**src/rtl/adder_nbit_pkg.sv**
```systemverilog
// Shared constants for the registered N-bit ripple-carry adder.
package adder_nbit_pkg;

  localparam int unsigned ADDER_NBIT_DEFAULT_W = 8;

endpackage : adder_nbit_pkg

```
**src/rtl/full_adder.sv**
```systemverilog
// Single-bit full adder, one stage of the adder_nbit ripple chain.
module full_adder (
  input  logic a,
  input  logic b,
  input  logic cin,
  output logic sum,
  output logic cout
);

  logic w_p;

  assign w_p  = a ^ b;
  assign sum  = w_p ^ cin;
  assign cout = (a & b) | (cin & w_p);

endmodule : full_adder

```
**src/rtl/adder_nbit.sv**
```systemverilog
// Registered N-bit unsigned ripple-carry adder: {carry_out, sum} = A + B + carry_in, 1-cycle latency.
// Optional macro ADDER_NBIT_OVF_EN adds a registered two's-complement overflow output ovf.
module adder_nbit
  import adder_nbit_pkg::*;
#(
  parameter int unsigned N = ADDER_NBIT_DEFAULT_W
) (
  input  logic         clk,
  input  logic         rst,
  input  logic         carry_in,
  input  logic [N-1:0] A,
  input  logic [N-1:0] B,
  output logic         carry_out,
  output logic [N-1:0] sum
`ifdef ADDER_NBIT_OVF_EN
  ,
  output logic         ovf
`endif
);

  logic [N:0]   w_c;
  logic [N-1:0] w_s;
  logic [N-1:0] r_sum;
  logic         r_carry;

  assign w_c[0] = carry_in;

  // Stage i consumes c[i] and produces c[i+1].
  for (genvar gi = 0; gi < int'(N); gi++) begin : g_fa
    full_adder u_fa (
      .a    (A[gi]),
      .b    (B[gi]),
      .cin  (w_c[gi]),
      .sum  (w_s[gi]),
      .cout (w_c[gi+1])
    );
  end

  always_ff @(posedge clk or posedge rst) begin
    if (rst) begin
      r_sum   <= '0;
      r_carry <= 1'b0;
    end else begin
      r_sum   <= w_s;
      r_carry <= w_c[N];
    end
  end

  assign sum       = r_sum;
  assign carry_out = r_carry;

`ifdef ADDER_NBIT_OVF_EN
  logic r_ovf;

  // Signed overflow: carry into the MSB differs from carry out of it.
  always_ff @(posedge clk or posedge rst) begin
    if (rst) begin
      r_ovf <= 1'b0;
    end else begin
      r_ovf <= w_c[N] ^ w_c[N-1];
    end
  end

  assign ovf = r_ovf;
`endif

endmodule : adder_nbit

```
**config.mk**
```make
export PLATFORM = sky130hd
export DESIGN_NAME = adder_nbit
export DESIGN_NICKNAME = d
export VERILOG_FILES = /design/src/rtl/adder_nbit_pkg.sv /design/src/rtl/full_adder.sv /design/src/rtl/adder_nbit.sv
export SDC_FILE = /design/constraint.sdc
export NUM_CORES = 1
export LEC_CHECK = 0
export BUFFER_PORTS_ARGS = -buffer_cell sky130_fd_sc_hd__buf_4
export CORE_AREA = 2 2 39 41
export CTS_CLUSTER_SIZE = 28
export DETAILED_ROUTE_END_ITERATION = 10
export DIE_AREA = 0 0 41 43
export GPL_ROUTABILITY_DRIVEN = 0
export HOLD_SLACK_MARGIN = 0.06
export PLACE_DENSITY = 0.72
export SLEW_MARGIN = 20
export SYNTH_ARGS = -nofsm -noshare
export SYNTH_HDL_FRONTEND = slang
export SYNTH_SLANG_ARGS = --single-unit
```
**constraint.sdc**
```tcl
create_clock -name clk -period 0.8 [get_ports clk]
set_input_delay 0.04 -clock clk [delete_from_list [all_inputs] [get_ports clk]]
set_output_delay 0.04 -clock clk [all_outputs]
set_load 0.05 [all_outputs]
```
Word-level counts from Yosys, hierarchy flattened
Cells that the tools add are included.
Word-level totals
  memories: 0
  bits in registers: 9
  bits in read-only memories: 0
  bits in latches: 0
  RAM bits: 0
Cells by class
  div/mod/pow operators: 0
  magnitude comparators: 0
  $add $sub $neg: 0
  bitwise gates (word level): 40
  eq/ne operators: 0
  shift operators: 0
  reduce and logical (&&, ||, !) cells: 0
  $mul: 0
  muxes and demuxes: 0
Operators with widths (count)
  1-bit bitwise AND: 16
  1-bit XOR: 16
  1-bit OR: 8

Longest topological paths before layout
Gate-level depths: netlist (run 1).
  depth in word-level cells: 17
  mapped depth: 12
  depth with buffers taken out: 12

Modules after synthesis
A second synthesis (run 1) with hierarchy kept.
Second synthesis, totals
  cells, all modules: 18
  area, all modules: 389.1 µm²
By module, submodules not included
  adder_nbit: instances 1, area an instance 229.0 µm², cells each 10
  full_adder: instances 8, area an instance 20.0 µm², cells each 1

Least setup slack after synthesis (run 1)
OpenSTA, ideal clock, no wires.
  path kind: input to register
  start: input A[0]
  end: register r_sum[7], in the netlist sum[7]
  buffers on the path: 0
  setup time: 0.064 ns
  arrival time: 3.052 ns
  setup slack: -2.316 ns
  stages on the path: 12
  cells stage by stage: inv_1 > fa_1 > inv_1 > fa_1 > fa_1 > fa_1 > fa_1 > fa_1 > fa_1 > inv_1 > fa_1 > inv_1
On the way
  longest elaborated chain between the ends: 16
RTL lines
  start: declaration: line adder_nbit.sv:11  | input logic [N-1:0] A,
  1-bit XOR: line full_adder.sv:12  | assign w_p = a ^ b;
  1-bit bitwise AND: line full_adder.sv:14  | assign cout = (a & b) | (cin & w_p);
  1-bit OR (*): line full_adder.sv:14
  1-bit bitwise AND (*): line full_adder.sv:14
  1-bit OR (*): line full_adder.sv:14
  1-bit bitwise AND (*): line full_adder.sv:14
  1-bit OR (*): line full_adder.sv:14
  1-bit bitwise AND (*): line full_adder.sv:14
  1-bit OR (*): line full_adder.sv:14
  1-bit bitwise AND (*): line full_adder.sv:14
  1-bit OR (*): line full_adder.sv:14
  1-bit bitwise AND (*): line full_adder.sv:14
  1-bit OR (*): line full_adder.sv:14
  1-bit bitwise AND (*): line full_adder.sv:14
  1-bit OR (*): line full_adder.sv:14
  1-bit XOR (*): line full_adder.sv:13  | assign sum = w_p ^ cin;
  via g_fa[7].u_fa.sum: line full_adder.sv:6  | output logic sum,
  end signal: assignment: line adder_nbit.sv:44  | r_sum <= w_s;
  end: declaration: line adder_nbit.sv:23  | logic [N-1:0] r_sum;
Mark *: on every way through the listed nets, which the timed path passes. The rest lies on a longest branch.

Final worst setup path (run 1)
Ends and elaborated chain as after synthesis.

==> results of run 1 <==
-- per-stage QoR --
step           util, %  cells  power [W]  cell area (um2)  setup slack [ps]
2_1_floorplan        -     28  0.0009653            461.7             -2089
3_3_place_gp     49.46     71   0.001211            684.4             -2307
3_5_place_dp     49.46     71   0.001226            684.4             -2346
4_1_cts          55.52     76   0.001653            768.2             -2032
5_1_grt          55.79     76   0.001737            772.0             -2123
6_report         55.79     76   0.001625            772.0             -2033
-- final timing paths --
check | from | to | slack, ps
min | B[3] | sum[3]$_DFF_PP0_ | 90
max | A[0] | sum[7]$_DFF_PP0_ | -2030
max in group asynchronous | rst | sum[5]$_DFF_PP0_ | 260
min in group asynchronous | rst | sum[3]$_DFF_PP0_ | 300
-- report_power, final --
group / internal, W / switching, W / total (W)
combinational: 0.000290 / 0.000431 / 0.000721
clock: 0.000191 / 0.000140 / 0.000331
sequential: 0.000538 / 0.0000354 / 0.000573
-- what timing repair did --
item / in CTS / in global routing
hold buffers: 1 / 0
endpoints found under the setup margin: 17 / 17
pin swaps: 1 / 0
endpoints found under the hold margin: 9 / 0
gates resized for setup: 14 / 2
-- layer usage --
layer | track usage (%) | up-vias
met3 | 1.571 | 2
met2 | 18.13 | 22
met5 | 0 | -
met4 | 14.00 | 0
li1 | - | 136
met1 | 13.49 | 132
-- cells in the final DEF (no fill, tap or decap), drive strengths merged --
| cell type | n |
|---|---|
| inv | 11 |
| clkbuf | 4 |
| buf | 27 |
| dfrtp | 9 |
| dlygate4sd3 | 1 |
| fa | 8 |
-- registers in the layout, summed over array words and instances (netlist names) --
register / count
sum: 8
carry_out: 1
-- cell families (layout without fill, tap and decap cells) --
kind of cell	Yosys count	count (layout)	synth area share, %
flops	9	9	52.79
buf+inv	11	43	9.678
fa+ha+maj	8	8	37.54
-- cell type report --
type | instances | area [um2]
Sequential cell | 9 | 225.2
Clock buffer | 4 | 26.28
Tap cell | 16 | 20.02
Multi-Input combinational cell | 8 | 180.2
Inverter | 11 | 58.81
Fill cell | 128 | 611.8
Timing Repair Buffer | 28 | 261.5
==> results_dict.tcl, run 1 <==
set metrics [dict create \
    synth-edff-count 0 \
    dr_wl_met3_um 86 \
    viasPerCell 3.842 \
    drv_cap 0 \
    cts_sinks 9 \
    io_buffers 27 \
    tritoncts "done" \
    htree_levels 1 \
    grt_use_total_pct 12.42 \
    hold_path_depth 2 \
    grt_pass1_wl_um 1331 \
    die-width_um 41 \
    rsz0062_at_grt "true" \
    fin_tns_setup_ps -8940 \
    hpwl_um 696.8 \
    path_cells "buf_8 > inv_12 > fa_2 > inv_2 > fa_2 > fa_2 > fa_2 > fa_2 > fa_2 > fa_2 > inv_2 > fa_2 > inv_2" \
    finalCritPeriodShare_pct 354.1 \
    die_h_um 43 \
    n_antenna_cell 0 \
    cts_root_buf "clkbuf_4" \
    setup_viol 17 \
    crit_path_top_delay_cell "fa_2" \
    crit_type "input port to flip-flop" \
    synthTopCellsByArea "dfrtp_1 53%, fa_1 38%, inv_1 9.7%" \
    cts.path.max_buffers 2 \
    maxSlewHeadroom_pct 78.98 \
    antenna_found_initial 0 \
    crit_path_start_kind "input port" \
    syn_area_um2 426.7 \
    syn2layout_area_growth_pct 80.94 \
    async_flop_share_pct 100.0 \
    synth_seq_area_share_pct 52.79 \
    grt_max_degree 10 \
    yosysTopAreaCell "dfrtp_1" \
    worstPathMaxFanout 1 \
    cellPowerDensity_nw_per_um2 2105 \
    yosysTopAreaCellShare_pct 52.79 \
    drtPass1Iterations 1 \
    dieArea_um2 1763 \
    hold_path.class "input port to flip-flop" \
    crit_path_max_incr_delay_ps 430 \
    drv_slew 0 \
    critical_path_depth 13 \
    crit_top_cell "fa_2" \
    worst-slew-pin-transition_ps 315.0 \
    highest_layer "met4" \
    grt_pass1_vias 333 \
    synth_cell_type_count 3 \
    synth-seq-cells 9 \
    critPathBufInv 5 \
    whs_ps 90.07 \
    detail_route.wl_per_cell_um 10.42 \
    fin_crit_ps 2833 \
    crit_required_ps 1000 \
    detail-route-antenna-nets 0 \
    finalHoldViolations 0 \
    synth_flop_cell "dfrtp_1" \
    synth_cells 28 \
    synth_fp_nets 55 \
    ir_drop_mv 0.6103 \
    core_um2 1384 \
    drive_gt1_share_pct 75.00 \
    synth_common_cells "11 x inv_1, 9 x dfrtp_1, 8 x fa_1" \
    synth.avg_cell_area_um2 15.24 \
    met1Wirelength_um 259 \
    drc 0 \
    vias 292 \
    outcome "complete, but fails checks" \
    synth_most_common_cell "inv_1" \
    timing.fmax_mhz 353.0 \
    drt-total-wl_um 792 \
    grt_overflow_total 0 \
    route.met2.wl_um 426 \
    critPathArrivalTime_ps 3030 \
    leakagePower_nw 0.3763 \
    layout_setup_ws_ps -2033 \
    violations "setup timing" \
    cp-end-kind "flip-flop" \
    ioPinCount 28 \
    numCtsBuffers 3 \
    first_iter_violations 0 \
    start_util_pct 30.83 \
    yosysWarnings 0 \
    clk_pin_slew_ps 60 \
    finalNetCount 88 \
    rows 14 \
    critical_path.top_delay_family "adder cells" \
    postCtsSetupRepairBufs 0 \
]
Power figures use the tool's default switching activity.
==> inputs of run 2 (changes only) <==
CTS_BUF_LIST = sky130_fd_sc_hd__clkbuf_8 sky130_fd_sc_hd__clkbuf_16   (was default)
PLACE_DENSITY = 0.65   (was 0.72)
RECOVER_POWER = 100   (was default)
==> results_dict.tcl, run 2 (same netlist as run 1, synthesis figures left out) <==
set metrics [dict create \
    mostFrequentLayoutCells "14 x buf_4, 11 x buf_6, 9 x dfrtp_1, 8 x fa_2" \
    drc 0 \
    worstPathMaxFanout 1 \
    final_core_util_pct 57.14 \
    multiInputGateArea_um2 180.2 \
    hold_path.class "input port to flip-flop" \
    rows 14 \
    crit_path_start_kind "input port" \
    drive_gt1_share_pct 75.00 \
    crit_required_ps 970 \
    core_um2 1384 \
    seqCellArea_um2 225.2 \
    ioPinCount 28 \
    detail_route.wl_per_cell_um 11.01 \
    hold_path_depth 2 \
    postCtsSetupRepairBufs 0 \
    cts_sinks 9 \
    ir_drop_mv 0.8849 \
    viasPerCell 4.132 \
    clk_pin_slew_ps 40 \
    fin_tns_setup_ps -9223 \
    hold_path_end "sum[2]$_DFF_PP0_" \
    dp.cells 71 \
    fin_crit_ps 2887 \
    grt_pass1_wl_um 1400 \
    die_h_um 43 \
    timing.fmax_mhz 346.3 \
    cts.path.max_buffers 2 \
    dieArea_um2 1763 \
    drv_slew 0 \
    outcome "complete, but fails checks" \
    drv_cap 0 \
    finalHoldViolations 0 \
    io_buffers 27 \
    layout_commonest_cell "buf_4" \
    grt_use_total_pct 13.07 \
    first_iter_violations 0 \
    cts_root_buf "clkbuf_8" \
    hpwl_um 716.2 \
    finalCritPeriodShare_pct 360.9 \
    tritoncts "done" \
    syn2layout_area_growth_pct 85.34 \
    vias 314 \
    largest_register_ffs 8 \
    stdcell_count 76 \
    layout_setup_ws_ps -2087 \
    cellPowerDensity_nw_per_um2 2263 \
    worst-slew-pin-transition_ps 332.5 \
    finalNetCount 88 \
    start_util_pct 30.83 \
    detail-route-antenna-nets 0 \
    maxSlewHeadroom_pct 77.81 \
    drtPass1Iterations 1 \
    n_antenna_cell 0 \
    violations "setup timing" \
    numCtsBuffers 3 \
    antenna_found_initial 0 \
    rsz0062_at_grt "true" \
    nFillCells 124 \
    critPathArrivalTime_ps 3060 \
    leakagePower_nw 0.3880 \
    grt_max_degree 10 \
    hp-start "B[2]" \
    die-width_um 41 \
    htree_levels 1 \
    grt_pass1_vias 368 \
    crit_type "input port to flip-flop" \
    drt-total-wl_um 837 \
    setup_viol 8 \
    cp-end-kind "flip-flop" \
    grt_overflow_total 0 \
    whs_ps 109.5 \
]
-- run 2: changes by cell type in the layout (fill, tap and decap cells not counted) --
cell and delta:
clkbuf_8 +3, inv_1 +1, buf_4 -1, clkbuf_1 -1
clkbuf_4 -2
-- run 2: worst max-delay path: stages --
cell and delay, ps:
buf_8 110, inv_12 40, fa_2 190, inv_2 40, fa_2 340, fa_2 360
fa_2 340, fa_2 350, fa_2 340, fa_2 350, inv_2 60, fa_2 430
inv_2 50
-- run 2: area by class of cell --
| class | instances | area share (%) |
|---|---|---|
| repair buffers | 28 | 33.07 |
| flip-flops and latches | 9 | 28.48 |
| multi-input cells | 8 | 22.78 |
| inverters | 11 | 7.437 |
| clock buffers | 3 | 5.222 |
| well taps | 16 | 2.532 |
| clock inverters | 1 | 0.4747 |
-- run 2: power breakdown --
group | total, W | internal, W | switching (W)
registers | 0.000576 | 0.000540 | 0.0000362
clock network | 0.000494 | 0.000332 | 0.000161
logic | 0.000720 | 0.000288 | 0.000432
total | 0.00179 | 0.00116 | 0.000629
-- run 2: stage by stage --
| step | area [um2] | setup slack (ps) | total power (W) |
|---|---|---|---|
| 5_1_grt | 790.8 | -2180 | 0.001884 |
| 3_3_place_gp | 684.4 | -2307 | 0.001213 |
| 6_report | 790.8 | -2087 | 0.001789 |
| 2_1_floorplan | 461.7 | -2089 | 0.0009653 |
| 4_1_cts | 790.8 | -2078 | 0.001814 |
| 3_5_place_dp | 684.4 | -2334 | 0.001226 |
-- run 2: worst max-delay path by stage --
stage,start,to
floorplan,A[0],sum[7]$_DFF_PP0_
detailed placement,A[0],sum[7]$_DFF_PP0_
global route,A[0],sum[7]$_DFF_PP0_
CTS,A[0],sum[7]$_DFF_PP0_
finish,A[0],sum[7]$_DFF_PP0_
global placement,A[0],sum[7]$_DFF_PP0_
-- run 2: layer usage --
metal  share of wire [%]  GRT usage, %  vias up  wire [um]
met3                 8.1         2.094        4         68
met4                 3.2         12.00        0         27
met2                  62         23.13       22        520
met1                  26         10.80      151        220
li1                    -             -      137          -
met5                   0             0        -          0
-- run 2: timing repair --
| action | CTS | global route |
|---|---|---|
| hold buffers | 1 | 0 |
| resized for setup | 15 | 1 |
| endpoints found under the setup margin | 17 | 16 |
| hold endpoints to repair | 9 | 0 |
==> inputs of run 3 (changes only) <==
BUFFER_PORTS_ARGS = default   (was -buffer_cell sky130_fd_sc_hd__buf_4)
DONT_BUFFER_PORTS = 1   (was default)
PLACE_DENSITY = 0.47   (was 0.65)
==> results_dict.tcl, run 3 (same netlist as run 1, synthesis figures left out) <==
set metrics [dict create \
    outcome "complete, but fails checks" \
    violations "setup timing" \
    start_util_pct 30.83 \
    vias 228 \
    syn2layout_area_growth_pct 53.96 \
    maxSlewHeadroom_pct 79.13 \
    cts.path.max_buffers 2 \
    postCtsSetupRepairBufs 0 \
    detail-route-antenna-nets 0 \
    fin_area_um2 656.9 \
    post-place-ws_ps -2177 \
    worst-slew-pin-transition_ps 312.8 \
    stdcell_count 58 \
    crit_required_ps 960 \
    crit_path_start_kind "input port" \
    ioPinCount 28 \
    cts_sinks 9 \
    largest_register_ffs 8 \
    hold_buffers 1 \
    drive_gt1_share_pct 57.14 \
    layout_setup_ws_ps -1927 \
    finalCritPeriodShare_pct 340.9 \
    antenna_found_initial 0 \
    detail_route.wl_per_cell_um 10.62 \
    grt_overflow_total 0 \
    hold_path.class "input port to flip-flop" \
    die_h_um 43 \
    hpwl_um 566.4 \
    viasPerCell 3.931 \
    setup_viol 8 \
    rsz0062_at_grt "true" \
    mostFrequentLayoutCells "9 x dfrtp_1, 9 x buf_6, 7 x inv_1, 7 x fa_2, 3 x clkbuf_8" \
    timing.fmax_mhz 366.7 \
    first_iter_violations 0 \
    io_buffers 0 \
    fin_crit_ps 2727 \
    crit_type "input port to flip-flop" \
    leakagePower_nw 0.3054 \
    rows 14 \
    nFillCells 131 \
    die-width_um 41 \
    grt_max_degree 10 \
    htree_levels 1 \
    finalNetCount 70 \
    dieArea_um2 1763 \
    grt_pass1_wl_um 1062 \
    drtPass1Iterations 1 \
    place_area_um2 549.3 \
    whs_ps 22.72 \
    clk_pin_slew_ps 40 \
    drv_cap 0 \
    core_um2 1384 \
    critPathArrivalTime_ps 2890 \
    numCtsBuffers 3 \
    finalHoldViolations 0 \
    cts_root_buf "clkbuf_8" \
    ir_drop_mv 1.083 \
    drt-total-wl_um 616 \
    drc 0 \
    grt_use_total_pct 9.391 \
    cp-end-kind "flip-flop" \
    dp.cells 53 \
    n_antenna_cell 0 \
    cellPowerDensity_nw_per_um2 2548 \
    drv_slew 0 \
    grt_pass1_vias 301 \
    tritoncts "done" \
    worstPathMaxFanout 1 \
]
run 3: per-stage QoR:
stage               setup TNS [ps]  utilization, %  total power (W)
floorplan                    -9646               -        0.0009653
global placement             -9949           39.69         0.001131
detailed placement          -10010           39.69         0.001138
CTS                          -8163           45.57         0.001682
global route                 -8550           47.47         0.001782
finish                       -8097           47.47         0.001674
run 3: final timing paths:
kind / end / cells after the start / slack [ps] / from
max in group asynchronous: sum[0]$_DFF_PP0_ / 2 / 350 / rst
min in group asynchronous: carry_out$_DFF_PP0_ / 2 / 220 / rst
max: sum[7]$_DFF_PP0_ / 12 / -1930 / B[0]
min: sum[2]$_DFF_PP0_ / 1 / 20 / B[2]
run 3: power by group:
group / total [W] / internal [W] / switching, W
combinational: 0.000616 / 0.000223 / 0.000392
clock: 0.000479 / 0.000331 / 0.000148
sequential: 0.000579 / 0.000540 / 0.0000388
total: 0.00167 / 0.00109 / 0.000579
run 3: critical path, cell delays in order:
cell and delay (ps):
inv_8 30, fa_2 180, inv_2 30, fa_2 340, fa_2 360, fa_2 350
fa_2 340, fa_2 350, fa_2 350, inv_2 60, fa_1 400, inv_1 70
run 3: area by class of cell:
class                           instances  area [um2]  share of cell area (%)
Timing Repair Buffer                   10       111.4                   16.95
Multi-Input combinational cell          8       177.7                   27.05
Sequential cell                         9       225.2                   34.29
Inverter                               11       77.57                   11.81
Clock buffer                            3       41.29                   6.286
Clock inverter                          1       3.754                  0.5714
Tap cell                               16       20.02                   3.048
run 3: metal layers:
| metal | share of wire, % | GRT usage, % | vias up |
|---|---|---|---|
| met5 | 0 | 0 | - |
| met4 | 1.9 | 8.000 | 0 |
| li1 | - | - | 99 |
| met1 | 33 | 10.21 | 107 |
| met3 | 13 | 3.141 | 2 |
| met2 | 52 | 13.75 | 20 |
run 3: timing repair:
action | CTS | global route
hold endpoints to repair | 15 | 6
resized for setup | 7 | 6
endpoints found under the setup margin | 14 | 17
